**config.mk**
```make
export PLATFORM = sky130hd
export DESIGN_NAME = muldiv_unit_flat
export DESIGN_NICKNAME = d
export VERILOG_FILES = /design/src/rtl/muldiv_if.sv /design/src/rtl/muldiv_unit.sv /design/src/flat_wrapper.sv
export SDC_FILE = /design/constraint.sdc
export NUM_CORES = 1
export LEC_CHECK = 0
export CORE_MARGIN = 4
export CORE_UTILIZATION = 39
export DETAILED_ROUTE_END_ITERATION = 7
export HOLD_SLACK_MARGIN = 0.15
export PLACE_DENSITY_LB_ADDON = 0.25
export SYNTH_ARGS = -nofsm -noshare
export SYNTH_HDL_FRONTEND = slang
export SYNTH_SLANG_ARGS = --single-unit
```
**constraint.sdc**
```tcl
create_clock -name clk -period 12.65 [get_ports clk]
set_input_delay 3.795 -clock clk [delete_from_list [all_inputs] [get_ports clk]]
set_output_delay 3.795 -clock clk [all_outputs]
set_load 0.05 [all_outputs]
```
**src/rtl/muldiv_if.sv**
```systemverilog
// Request/response bundle between the pipeline and the RV32M multiply/divide unit.
interface muldiv_if;
  logic        start;
  logic [2:0]  funct3;
  logic [31:0] rs1_val;
  logic [31:0] rs2_val;
  logic [4:0]  rd_addr;
  logic        busy;
  logic        done;
  logic [31:0] result;
  logic [4:0]  rd_out;
  logic        we;

  modport master (
    output start, funct3, rs1_val, rs2_val, rd_addr,
    input  busy, done, result, rd_out, we
  );

  modport slave (
    input  start, funct3, rs1_val, rs2_val, rd_addr,
    output busy, done, result, rd_out, we
  );
endinterface

```
**src/rtl/muldiv_unit.sv**
```systemverilog
// Iterative RV32M multiply/divide unit: 32-cycle shift-add multiply and restoring divide
// on operand magnitudes, with an optional one-cycle path for divide-by-zero and overflow.
module muldiv_unit #(
  parameter bit EARLY_OUT = 1'b1
) (
  input  logic     clk,
  input  logic     rst_n,
  muldiv_if.slave  mdu
);

  localparam int unsigned XLEN  = 32;
  localparam int unsigned CNT_W = 6;
  localparam logic [CNT_W-1:0] LAST_ITER = CNT_W'(XLEN - 1);
  localparam logic [XLEN-1:0]  ALL_ONES  = 32'hFFFF_FFFF;
  localparam logic [XLEN-1:0]  INT_MIN   = 32'h8000_0000;

  typedef enum logic [1:0] {
    S_IDLE = 2'd0,
    S_CALC = 2'd1,
    S_DONE = 2'd2
  } state_t;

  state_t                r_state;
  state_t                w_state_nxt;

  logic [2:0]            r_op;
  logic [XLEN-1:0]       r_a;
  logic [XLEN-1:0]       r_mag;
  logic [4:0]            r_rd;
  logic                  r_neg_q;
  logic                  r_neg_r;
  logic                  r_div0;
  logic                  r_ovf;
  logic [2*XLEN-1:0]     r_prod;
  logic [CNT_W-1:0]      r_cnt;

  logic                  r_busy;
  logic                  r_done;
  logic                  r_we;
  logic [XLEN-1:0]       r_result;
  logic [4:0]            r_rd_out;

  logic                  w_accept;
  logic                  w_iter;
  logic                  w_busy_nxt;
  logic                  w_done_nxt;
  logic                  w_we_nxt;
  logic [XLEN-1:0]       w_res_nxt;
  logic [4:0]            w_rd_nxt;

  // Decode of the request currently on the inputs
  logic                  w_in_div;
  logic                  w_in_a_signed;
  logic                  w_in_b_signed;
  logic                  w_in_a_neg;
  logic                  w_in_b_neg;
  logic [XLEN-1:0]       w_in_mag_a;
  logic [XLEN-1:0]       w_in_mag_b;
  logic                  w_in_div0;
  logic                  w_in_ovf;
  logic                  w_in_short;
  logic [XLEN-1:0]       w_in_special_res;

  assign w_in_div      = mdu.funct3[2];
  assign w_in_a_signed = w_in_div ? ~mdu.funct3[0] : (mdu.funct3 != 3'b011);
  assign w_in_b_signed = w_in_div ? ~mdu.funct3[0] : (mdu.funct3[1:0] == 2'b00 || mdu.funct3[1:0] == 2'b01);
  assign w_in_a_neg    = w_in_a_signed & mdu.rs1_val[XLEN-1];
  assign w_in_b_neg    = w_in_b_signed & mdu.rs2_val[XLEN-1];
  assign w_in_mag_a    = w_in_a_neg ? XLEN'(~mdu.rs1_val + 32'd1) : mdu.rs1_val;
  assign w_in_mag_b    = w_in_b_neg ? XLEN'(~mdu.rs2_val + 32'd1) : mdu.rs2_val;
  assign w_in_div0     = w_in_div & (mdu.rs2_val == '0);
  assign w_in_ovf      = w_in_div & ~mdu.funct3[0] & (mdu.rs1_val == INT_MIN) & (mdu.rs2_val == ALL_ONES);
  assign w_in_short    = EARLY_OUT & (w_in_div0 | w_in_ovf);
  assign w_in_special_res = w_in_div0 ? (mdu.funct3[1] ? mdu.rs1_val : ALL_ONES)
                                      : (mdu.funct3[1] ? '0 : INT_MIN);

  // One iteration of shift-add multiply (hi accumulates, multiplier shifts out of lo)
  logic [XLEN:0]         w_mul_sum;
  logic [2*XLEN-1:0]     w_mul_step;
  assign w_mul_sum  = {1'b0, r_prod[2*XLEN-1:XLEN]} + {1'b0, (r_prod[0] ? r_mag : '0)};
  assign w_mul_step = {w_mul_sum, r_prod[XLEN-1:1]};

  // One iteration of restoring divide: hi is the partial remainder, lo the dividend/quotient
  logic [XLEN:0]         w_div_shift;
  logic                  w_div_ge;
  logic [XLEN-1:0]       w_div_sub;
  logic [2*XLEN-1:0]     w_div_step;
  assign w_div_shift = {r_prod[2*XLEN-1:XLEN], r_prod[XLEN-1]};
  assign w_div_ge    = (w_div_shift >= {1'b0, r_mag});
  assign w_div_sub   = XLEN'(w_div_shift - {1'b0, r_mag});
  assign w_div_step  = w_div_ge ? {w_div_sub, r_prod[XLEN-2:0], 1'b1}
                                : {w_div_shift[XLEN-1:0], r_prod[XLEN-2:0], 1'b0};

  logic [2*XLEN-1:0]     w_prod_nxt;
  assign w_prod_nxt = r_op[2] ? w_div_step : w_mul_step;

  // Sign fix-up and result selection from the final product/quotient/remainder
  logic [2*XLEN-1:0]     w_prod_fix;
  logic [XLEN-1:0]       w_quo_fix;
  logic [XLEN-1:0]       w_rem_fix;
  logic [XLEN-1:0]       w_calc_res;
  assign w_prod_fix = r_neg_q ? (2*XLEN)'(~w_prod_nxt + 64'd1) : w_prod_nxt;
  assign w_quo_fix  = r_neg_q ? XLEN'(~w_prod_nxt[XLEN-1:0] + 32'd1) : w_prod_nxt[XLEN-1:0];
  assign w_rem_fix  = r_neg_r ? XLEN'(~w_prod_nxt[2*XLEN-1:XLEN] + 32'd1) : w_prod_nxt[2*XLEN-1:XLEN];

  always_comb begin
    w_calc_res = '0;
    if (r_div0) begin
      w_calc_res = r_op[1] ? r_a : ALL_ONES;
    end else if (r_ovf) begin
      w_calc_res = r_op[1] ? '0 : INT_MIN;
    end else if (r_op[2]) begin
      w_calc_res = r_op[1] ? w_rem_fix : w_quo_fix;
    end else begin
      w_calc_res = (r_op[1:0] == 2'b00) ? w_prod_fix[XLEN-1:0] : w_prod_fix[2*XLEN-1:XLEN];
    end
  end

  // FSM state register
  always_ff @(posedge clk or negedge rst_n) begin
    if (!rst_n) begin
      r_state <= S_IDLE;
    end else begin
      r_state <= w_state_nxt;
    end
  end

  // FSM next-state logic
  always_comb begin
    w_state_nxt = r_state;
    case (r_state)
      S_IDLE: begin
        if (mdu.start) begin
          w_state_nxt = w_in_short ? S_DONE : S_CALC;
        end
      end
      S_CALC: begin
        if (r_cnt == LAST_ITER) begin
          w_state_nxt = S_DONE;
        end
      end
      S_DONE:  w_state_nxt = S_IDLE;
      default: w_state_nxt = S_IDLE;
    endcase
  end

  // FSM output logic: next values for the registered status and result outputs
  always_comb begin
    w_accept   = 1'b0;
    w_iter     = 1'b0;
    w_res_nxt  = w_calc_res;
    w_rd_nxt   = r_rd;
    w_busy_nxt = (w_state_nxt != S_IDLE);
    w_done_nxt = (w_state_nxt == S_DONE);
    case (r_state)
      S_IDLE: begin
        w_accept  = mdu.start;
        w_res_nxt = w_in_special_res;
        w_rd_nxt  = mdu.rd_addr;
      end
      S_CALC:  w_iter = 1'b1;
      default: ;
    endcase
    w_we_nxt = w_done_nxt & (w_rd_nxt != '0);
  end

  // Operand capture, iteration datapath and registered outputs
  always_ff @(posedge clk or negedge rst_n) begin
    if (!rst_n) begin
      r_op     <= '0;
      r_a      <= '0;
      r_mag    <= '0;
      r_rd     <= '0;
      r_neg_q  <= 1'b0;
      r_neg_r  <= 1'b0;
      r_div0   <= 1'b0;
      r_ovf    <= 1'b0;
      r_prod   <= '0;
      r_cnt    <= '0;
      r_busy   <= 1'b0;
      r_done   <= 1'b0;
      r_we     <= 1'b0;
      r_result <= '0;
      r_rd_out <= '0;
    end else begin
      if (w_accept) begin
        r_op    <= mdu.funct3;
        r_a     <= mdu.rs1_val;
        r_mag   <= w_in_div ? w_in_mag_b : w_in_mag_a;
        r_rd    <= mdu.rd_addr;
        r_neg_q <= w_in_a_neg ^ w_in_b_neg;
        r_neg_r <= w_in_a_neg;
        r_div0  <= w_in_div0;
        r_ovf   <= w_in_ovf;
        r_prod  <= {{XLEN{1'b0}}, (w_in_div ? w_in_mag_a : w_in_mag_b)};
        r_cnt   <= '0;
      end else if (w_iter) begin
        r_prod  <= w_prod_nxt;
        r_cnt   <= r_cnt + CNT_W'(1);
      end
      r_busy <= w_busy_nxt;
      r_done <= w_done_nxt;
      r_we   <= w_we_nxt;
      if (w_done_nxt) begin
        r_result <= w_res_nxt;
        r_rd_out <= w_rd_nxt;
      end
    end
  end

  assign mdu.busy   = r_busy;
  assign mdu.done   = r_done;
  assign mdu.we     = r_we;
  assign mdu.result = r_result;
  assign mdu.rd_out = r_rd_out;

endmodule

```
**src/flat_wrapper.sv**
```systemverilog
// flat-port wrapper written by rule: the top's interface ports become plain ports
module muldiv_unit_flat 
#(
  parameter bit EARLY_OUT = 1'b1
)
  (clk, rst_n, mdu_start, mdu_funct3, mdu_rs1_val, mdu_rs2_val, mdu_rd_addr, mdu_busy, mdu_done, mdu_result, mdu_rd_out, mdu_we);
  muldiv_if mdu_i ();
  input  logic clk;
  input  logic rst_n;
  input wire logic [$bits(mdu_i.start)-1:0] mdu_start;
  input wire logic [$bits(mdu_i.funct3)-1:0] mdu_funct3;
  input wire logic [$bits(mdu_i.rs1_val)-1:0] mdu_rs1_val;
  input wire logic [$bits(mdu_i.rs2_val)-1:0] mdu_rs2_val;
  input wire logic [$bits(mdu_i.rd_addr)-1:0] mdu_rd_addr;
  output wire logic [$bits(mdu_i.busy)-1:0] mdu_busy;
  output wire logic [$bits(mdu_i.done)-1:0] mdu_done;
  output wire logic [$bits(mdu_i.result)-1:0] mdu_result;
  output wire logic [$bits(mdu_i.rd_out)-1:0] mdu_rd_out;
  output wire logic [$bits(mdu_i.we)-1:0] mdu_we;
  assign mdu_i.start = mdu_start;
  assign mdu_i.funct3 = mdu_funct3;
  assign mdu_i.rs1_val = mdu_rs1_val;
  assign mdu_i.rs2_val = mdu_rs2_val;
  assign mdu_i.rd_addr = mdu_rd_addr;
  assign mdu_busy = mdu_i.busy;
  assign mdu_done = mdu_i.done;
  assign mdu_result = mdu_i.result;
  assign mdu_rd_out = mdu_i.rd_out;
  assign mdu_we = mdu_i.we;
  muldiv_unit #(.EARLY_OUT(EARLY_OUT)) u_core (.clk(clk), .rst_n(rst_n), .mdu(mdu_i));
endmodule
```
=== Word-level counts from Yosys, hierarchy flattened ===
Cells that the tools add are included.

* $add $sub $neg: 8
* Multiply operators: 0
* Divide/modulo/power cells: 0
* $lt $le $gt $ge: 1
* Equality and inequality tests: 7
* Shifts and indexed selects: 0
* Muxes and demuxes: 34
* Bitwise operators: 15
* Reductions and logical operators: 8

{| class="wikitable"
|+ Operators with widths
! operator !! number
|-
| 32-bit two-way mux || 18
|-
| 64-bit two-way mux || 5
|-
| 32-bit by 1-bit adder with 32-bit output, second input constant || 4
|-
| 32-bit NOT || 4
|-
| 64-bit by 1-bit adder with 64-bit output, second input constant || 1
|-
| 32-bit == test, second input constant || 2
|-
| 64-bit NOT || 1
|-
| 32-bit by 32-bit adder with 33-bit output || 1
|-
| 33-bit by 32-bit >= comparator with 1-bit output || 1
|-
| 32-bit zero test || 1
|-
| 32-bit subtractor || 1
|-
| 6-bit two-way mux || 2
|-
| 1-bit bitwise AND || 7
|-
| 6-bit by 1-bit adder with 6-bit output, second input constant || 1
|-
| 6-bit by 5-bit == test with 1-bit output, second input constant || 1
|-
| 2-bit zero test || 3
|-
| 2-bit two-way mux || 3
|-
| 5-bit two-way mux || 1
|-
| 5-bit nonzero test || 1
|-
| 2-bit by 1-bit == test with 1-bit output, second input constant || 2
|-
| 1-bit two-way mux || 4
|-
| 2-bit one-hot mux with 2 select lines || 1
|-
| 2-bit nonzero test || 2
|-
| 3-bit by 2-bit != test with 1-bit output, second input constant || 1
|-
| 5 further kinds || 5
|}

* Bits in registers: 188
* Bits in latches: 0
* RAM bits: 0
* Bits in read-only memories: 0
* Input bits: 75
* Output and inout bits: 40
* Logic and storage cells: 89
* Memories: 0

=== Logic depth before layout (Yosys ltp) ===
Gate-level depths: netlist (run 1).

* Depth in word-level cells: 11
* Gate-level depth with buffers: 25
* Mapped depth without buffers: 21

=== Worst setup path after synthesis (run 1) ===
OpenSTA, ideal clock, no wires.

* Path kind: input port to flip-flop
* From: in mdu_rs2_val[19]
* To: reg u_core.r_result[19] (netlist: u_core.mdu.result[19])
* Setup time: 136 ps
* Arrival time: 6,718 ps
* Data required time: 12,514 ps
* Setup slack: 5,796 ps
* Stages on the path: 12
* Buffers on the path: 2
* Path through: or4_1 > nor4_2 > nand2b_1 > or4_1 > or2_2 > nor4_4 > a31o_2 > a21boi_1 > clkbuf_1 > clkbuf_1 > a221oi_1 > o41ai_1

* Word-level cells in the longest chain between the ends: 7
* Elaborated cells between the ends (all ways): 11
* Those cells by class: eq/ne (2); mux (5); bitwise (3); reduce/logical (1)

{| class="wikitable"
|+ RTL lines
! element !! RTL line !! source
|-
| from (decl) || flat_wrapper.sv:13 || <nowiki>input wire logic [$bits(mdu_i.rs2_val)-1:0] mdu_rs2_val;</nowiki>
|-
| 32-bit == test / 32-bit zero test (equally long branches) || muldiv_unit.sv:72, muldiv_unit.sv:71 ||
|-
| 1-bit bitwise AND, on equally long branches || muldiv_unit.sv:72, muldiv_unit.sv:71 ||
|-
| 1-bit OR || muldiv_unit.sv:73 || <nowiki>assign w_in_short = EARLY_OUT & (w_in_div0 | w_in_ovf);</nowiki>
|-
| 2-bit two-way mux || muldiv_unit.sv:134 || <nowiki>w_state_nxt = w_in_short ? S_DONE : S_CALC;</nowiki>
|-
| 2-bit two-way mux || muldiv_unit.sv:133 || <nowiki>if (mdu.start) begin</nowiki>
|-
| 2-bit one-hot mux with 2 select lines || muldiv_unit.sv:131 || <nowiki>case (r_state)</nowiki>
|-
| 2-bit == test || muldiv_unit.sv:154 || <nowiki>w_done_nxt = (w_state_nxt == S_DONE);</nowiki>
|-
| to (signal assigned) || muldiv_unit.sv:205 || <nowiki>r_result <= w_res_nxt;</nowiki>
|-
| to (decl) || muldiv_unit.sv:40 || <nowiki>logic [XLEN-1:0] r_result;</nowiki>
|}

Several ways; a longest one is shown, not always the timed one.
A chain may end at the register's enable or synchronous reset.

=== Final worst setup path (run 1) ===
* From: in mdu_rs2_val[19]
* To: reg u_core.r_result[17] (netlist: u_core.mdu.result[17])

Same word-level chain as after synthesis.

==> impl_results.md, run 1 <==
* Status: complete, no violations
* TritonCTS Sinks at 188
* Worst hold path class: reg2reg
* Total CTS buffers at 17
* Met1 GRT Util at 0.421
* Top achievable clock speed at 0.125 GHz
* Number of synthesized flops with an enable pin at 0
* Vias in the first global route at 18683
* Die area at 51500 um^2
* Total Wirelength at 81.4 mm
* Fillers at 4770
* GRT met2 Usage at 0.488
* Gr busiest metal: met2
* Fraction of layout cells with a size suffix above 1 at 0.0606
* Post-route ant nets at 0
* Vias at 20164
* Mapped Avg Cell Area at 7.38 um^2
* Final Skew at 0.0174 ns
* Initial antenna violation count at 3
* CP required at 13.06 ns
* Cts hold-fix bufs at 0
* Die width at 227 um
* Top-Level Pins at 115
* Post-synthesis cell area at 18700 um^2
* Mapped Cells at 2534
* Register area share after synthesis at 0.252
* Post-CTS setup buffer count at 0
* Clock period minus worst slack at 7.99 ns
* RSZ-0062 raised after global routing: no
* Met3 usage at 0.0673
* Detailed Routing Iterations Pass 1 at 6
* Final hold slack at 0.477 ns
* CTS root buffer: clkbuf_16
* Slew Viols, Final at 0
* Ys async rst share at 1.00
* CP Launch Type: primary input
* Seq cells post-synth at 188
* H-tree depth at 4
* 1st-iter DRT viols at 2337
* Clock slew seen by the registers of the worst setup and hold paths at 0.08 ns
* Yosys warning count at 0
* Maximum fanout along the worst path at 21
* Area growth, synth to finish at 10.9%
* Arr. time, crit path at 8.41 ns
* Placed Instances at 3118
* Post-synth cell types at 104
* DRC at 0
* Syn nets at 2681
* GR Overflow Total at 0
* GP Congestion at 1.04
* Maxcap violations at 0
* Initial Utilization at 0.398
* Worst slew margin at 0.187
* Worst Path Class, Setup: in2reg
* Die Height at 227 um
* Final period utilization at 0.632
* Diode count at 0
* PortBufs at 114
* Non-filler cells, final at 3150
* Final hold vios at 0
* Gr usage total at 0.309
* Post-CTS Resized at 0
* Worst setup EP type: flip-flop
* HPWL after DPL at 62.0 mm
* First-pass GRT wire length at 120 mm
* Core Region at 47000 um^2
* CTS tree: built
* WL/cell at 25.8 um
* Worst-Margin Slew at 1.22 ns
* Final setup fails at 0
* Nets@finish at 2677
* Main flop type after synthesis: dfrtp_1
* Setup TNS at 0 ns
* Longest Clk Path Bufs at 2
* Largest net degree at the start of global routing at 102
* FP Rows at 79
* Vias per cell at 6.40
* Clk_lat worst skew at 0.48 ns
-- layout make-up --
| type | instances | area (um^2) | area share |
|---|---|---|---|
| sequential | 188 | 4710 | 0.227 |
| multi-input combinational | 2100 | 13000 | 0.628 |
| clock buffer | 19 | 443 | 0.0214 |
| inverter | 81 | 304 | 0.0147 |
| tap | 607 | 759 | 0.0366 |
| clock inverter | 13 | 148 | 0.00712 |
| timing repair buffer | 142 | 1350 | 0.0651 |
-- cells in the final DEF (no fill, tap or decap), types with 70 or more instances in the layout --
| cell type | instances |
|---|---|
| xnor2_1 | 92 |
| xor2_1 | 73 |
| ha_1 | 70 |
| clkdlybuf4s50_1 | 112 |
| o21ai_0 | 259 |
| nor2_1 | 234 |
| nand2_1 | 410 |
| dfrtp_1 | 187 |
| inv_1 | 78 |
| a21oi_1 | 172 |
-- worst paths after layout --
check,end,cells past startpoint,slack [ns],start
setup / recovery,u_core.mdu.result[17]$_DFFE_PN0P_,14,4.66,mdu_rs2_val[19]
hold / removal,u_core.r_a[3]$_DFFE_PN0P_,2,0.48,u_core.r_a[3]$_DFFE_PN0P_
setup reg to reg,u_core.mdu.result[4]$_DFFE_PN0P_,21,6.26,u_core.r_mag[18]$_DFFE_PN0P_
hold reg to reg,u_core.r_a[3]$_DFFE_PN0P_,2,0.48,u_core.r_a[3]$_DFFE_PN0P_
max in group asynchronous,u_core.r_op[2]$_DFFE_PN0P_,3,7.06,rst_n
min in group asynchronous,u_core.r_a[21]$_DFFE_PN0P_,1,3.27,rst_n
-- cells in the mapped netlist, drive strengths merged, types with 23 or more instances --
cell type	instances	area (um^2)
inv	80	300
xor2	73	639
o21ai	275	1390
dfrtp	188	4700
a31oi	26	169
nand4	41	284
nand3	48	245
o31ai	32	240
a21oi	179	930
nor2	236	893
clkbuf	122	458
a211oi	39	293
or2	23	144
nor3	69	355
buf	43	228
mux2i	51	514
ha	70	876
a21o	28	210
xnor2	92	806
nor4	31	251
o211ai	63	492
nand2	414	1570
-- state kept, by name (all words and copies together), names as in the netlist, 2 cells and up --
register           cells
u_core.r_a            32
u_core.r_prod         64
u_core.r_cnt           6
u_core.mdu.result     32
u_core.mdu.rd_out      5
u_core.r_state         2
u_core.r_rd            5
u_core.r_op            3
u_core.r_mag          32
-- layer usage --
metal	vias to the layer above	wire, um
met4	2	3130
li1	9223	-
met3	184	7640
met1	9725	33900
met2	1030	36700
met5	-	16
-- cells by family after synthesis --
group,after synthesis,synth area share
AOI/OAI and AO/OA,839,0.297
xor gates and xnor gates,165,0.0773
adders and majority gates,72,0.0490
buffers and inverters,246,0.0530
DFF,188,0.252
muxes,59,0.0323
and+or+nand+nor,965,0.239
-- stage by stage --
step | setup WS (ns) | cell area (um^2) | utilization
final | 4.66 | 20700 | 0.442
after global routing | 4.42 | 20700 | 0.442
after CTS | 4.71 | 20700 | 0.442
after detailed placement | 4.24 | 20100 | 0.429
after global placement | 4.32 | 20100 | 0.429
after floorplan | 5.80 | 18700 | -
-- worst max-delay path, cell delays in order --
cell,delay [ns]
clkdlybuf4s50_1,0.51
or4_1,0.64
nor4_2,0.22
nand2b_1,0.13
or4_1,0.43
or2_2,0.32
nor4_4,0.42
o21a_1,0.16
buf_4,0.27
nand2_1,0.54
nor2_1,0.49
nand2_1,0.13
nor3_1,0.19
or4_1,0.14
Power of run 1 is left out: the tool's default activity adds up to more than one toggle a clock period on the data nets, which glitch-free logic cannot reach.
==> run 2, diff against run 1 <==
==> constraint.sdc (replaced) <==
create_clock -name clk -period 6.9 [get_ports clk]
set_input_delay 2.07 -clock clk [delete_from_list [all_inputs] [get_ports clk]]
set_output_delay 2.07 -clock clk [all_outputs]
set_load 0.05 [all_outputs]
==> impl_results.md, run 2 (same netlist as run 1, synthesis figures left out) <==
* FF-to-FF Start: u_core.r_prod[35]$_DFFE_PN0P_
* GP Congestion at 1.01 (-3.1%)
* Nets@finish at 2690 (+0.49%)
* Worst Path Class, Setup: reg2reg
* Setup TNS at 0 ns (unchanged)
* Vias per cell at 6.45 (+0.76%)
* Initial antenna violation count at 2 (-1)
* Final hold vios at 0 (unchanged)
* Post-route ant nets at 0 (unchanged)
* Post-CTS setup buffer count at 0 (unchanged)
* Vias in the first global route at 19056 (+2.0%)
* Worst reg2reg path endpoint: u_core.mdu.result[2]$_DFFE_PN0P_
* WL/cell at 25.6 um (-0.88%)
* Top-Level Pins at 115 (unchanged)
* Top achievable clock speed at 0.165 GHz
* CTS root buffer: clkbuf_16
* Maxcap violations at 0 (unchanged)
* Die Height at 227 um (unchanged)
* CP required at 7.27 ns (-5.79 ns)
* Slew Viols, Final at 0 (unchanged)
* Vias at 20408 (+1.2%)
* DRC at 0 (unchanged)
* GR Overflow Total at 0 (unchanged)
* Number of cells on the worst reg-to-reg path at 19 (-9.5%)
* Maximum fanout along the worst path at 14 (-33%)
* Most common cell after layout, fill and taps aside: nand2_1
* Gr usage total at 0.308 (about the same)
* FP Rows at 79 (unchanged)
* Cts hold-fix bufs at 0 (unchanged)
* Post-CTS Resized at 0 (unchanged)
* Worst hold path depth at 2 (unchanged)
* Status: complete, no violations
* Commonest non-fill, non-tap cells in the layout: nand2_1 (410), o21ai_0 (259), nor2_1 (234)
* Final period utilization at 0.881
* Fraction of layout cells with a size suffix above 1 at 0.0646 (+0.00402)
* Die width at 227 um (unchanged)
* Worst hold path class: reg2reg
* 1st-iter DRT viols at 2406 (+3.0%)
* First-pass GRT wire length at 120 mm (about the same)
* Area growth, synth to finish at 11.4%
* Final setup fails at 0 (unchanged)
* RSZ-0062 raised after global routing: no
* TritonCTS Sinks at 188 (unchanged)
* Worst-Margin Slew at 1.05 ns (-0.165 ns)
* Clock slew seen by the registers of the worst setup and hold paths at 0.08 ns (about the same)
* Total CTS buffers at 17 (unchanged)
* Detailed Routing Iterations Pass 1 at 7 (+1)
* Hold wc startpoint: u_core.r_a[16]$_DFFE_PN0P_
* Final Skew at 0.0201 ns (+0.00269 ns)
* Worst setup EP type: flip-flop
* Crit-path cells: ha_1 -> a21oi_1 -> nand2_1 -> o2111ai_1 -> o211a_1 -> nand3_1 -> o21ai_0 -> ha_1 -> o21ai_0 -> nand2b_1 -> or2_2 -> nor2_1 -> nand2_1 -> or2_1 -> nor2_1 -> o21ai_0 -> a311o_1 -> a31oi_1 -> o21ai_0
* Total Wirelength at 81.0 mm (-0.44%)
* Max reg flops at 64 (unchanged)
* H-tree depth at 4 (unchanged)
* CP max stage delay at 0.51 ns (-0.13 ns)
* PortBufs at 114 (unchanged)
* Core Region at 47000 um^2 (unchanged)
* Clock period minus worst slack at 6.08 ns
* Largest net degree at the start of global routing at 115 (+13%)
* CTS tree: built
* R2R Setup Slk at 0.82 ns (-5.44 ns)
* CP Launch Type: flip-flop
* Reg with most FFs: u_core.r_prod
* HPWL after DPL at 62.0 mm (about the same)
* CP dominant cell by count: o21ai_0
* Critical Path Start: u_core.r_prod[35]$_DFFE_PN0P_
* CP max-delay cell: o211a_1
* Hold EP: u_core.r_a[16]$_DFFE_PN0P_
* Longest Clk Path Bufs at 2 (unchanged)
* Arr. time, crit path at 6.45 ns (-1.96 ns)
* Clk_lat worst skew at 0.51 ns (+0.03 ns)
* Worst slew margin at 0.295 (+0.108)
* Initial Utilization at 0.398 (unchanged)
* Die area at 51500 um^2 (unchanged)
==> run 2: cell types whose count changed in the layout (fill, tap and decap cells not counted), sizes merged <==
cell	change
clkbuf	+1
clkinv	+1
clkinvlp	+1
diode	+2
buf	+13
inv	-4
==> run 2: worst max-delay path by stage <==
stage                                                   end  slack, ns
final                      u_core.mdu.result[2]$_DFFE_PN0P_       0.82
after global routing       u_core.mdu.result[2]$_DFFE_PN0P_       0.53
after CTS                 u_core.mdu.result[17]$_DFFE_PN0P_       1.03
after detailed placement  u_core.mdu.result[17]$_DFFE_PN0P_       0.49
after global placement    u_core.mdu.result[17]$_DFFE_PN0P_       0.56
after floorplan           u_core.mdu.result[19]$_DFFE_PN0P_       1.77
==> run 2: layout make-up <==
| class | instances | area, um^2 |
|---|---|---|
| fill | 4690 | 26100 |
| clock inverter | 11 | 113 |
| clock buffer | 20 | 447 |
| antenna | 2 | 5.00 |
| inverter | 81 | 304 |
| multi-input combinational | 2100 | 13000 |
| timing repair buffer | 155 | 1460 |
| tap | 607 | 759 |
| sequential | 188 | 4710 |
==> run 2: critical path, delay by kind of cell (launching register included) <==
| kind | cells | cell delay (ns) |
|---|---|---|
| AOI/OAI and AO/OA | 9 | 2.52 |
| and+or+nand+nor | 8 | 2.30 |
| adders and majority gates | 2 | 0.65 |
| DFF | 1 | 0.46 |
==> run 2: stage by stage <==
stage | cell area (um^2) | worst slack [ns] | utilization | hold WS, ns | std cells
floorplan | 18700 | 1.77 | - | 0.437 | 2534
finish | 20800 | 0.821 | 0.443 | 0.472 | 3164
detailed placement | 20300 | 0.494 | 0.431 | 0.459 | 3131
global placement | 20300 | 0.563 | 0.431 | 0.452 | 3131
CTS | 20800 | 1.03 | 0.443 | 0.478 | 3162
global route | 20800 | 0.526 | 0.443 | 0.502 | 3162
==> run 2: metal layers <==
metal,vias up,share of wire,global-route usage
met5,-,0.00020,0
met4,2,0.043,0.126
met3,196,0.091,0.0734
met2,1081,0.44,0.480
met1,9877,0.42,0.413
li1,9252,-,-
Power of run 2 is left out for the same reason.
==> run 3, diff against run 2 <==
--- a/config.mk
+++ b/config.mk
@@ -10,6 +10,7 @@
 export DETAILED_ROUTE_END_ITERATION = 7
 export HOLD_SLACK_MARGIN = 0.15
 export PLACE_DENSITY_LB_ADDON = 0.25
+export SKIP_CTS_REPAIR_TIMING = 1
 export SYNTH_ARGS = -nofsm -noshare
 export SYNTH_HDL_FRONTEND = slang
 export SYNTH_SLANG_ARGS = --single-unit
==> results of run 3 <==
No change in the layout: final DEF, timing and power equal those of run 2.
Power of run 3 is left out for the same reason.
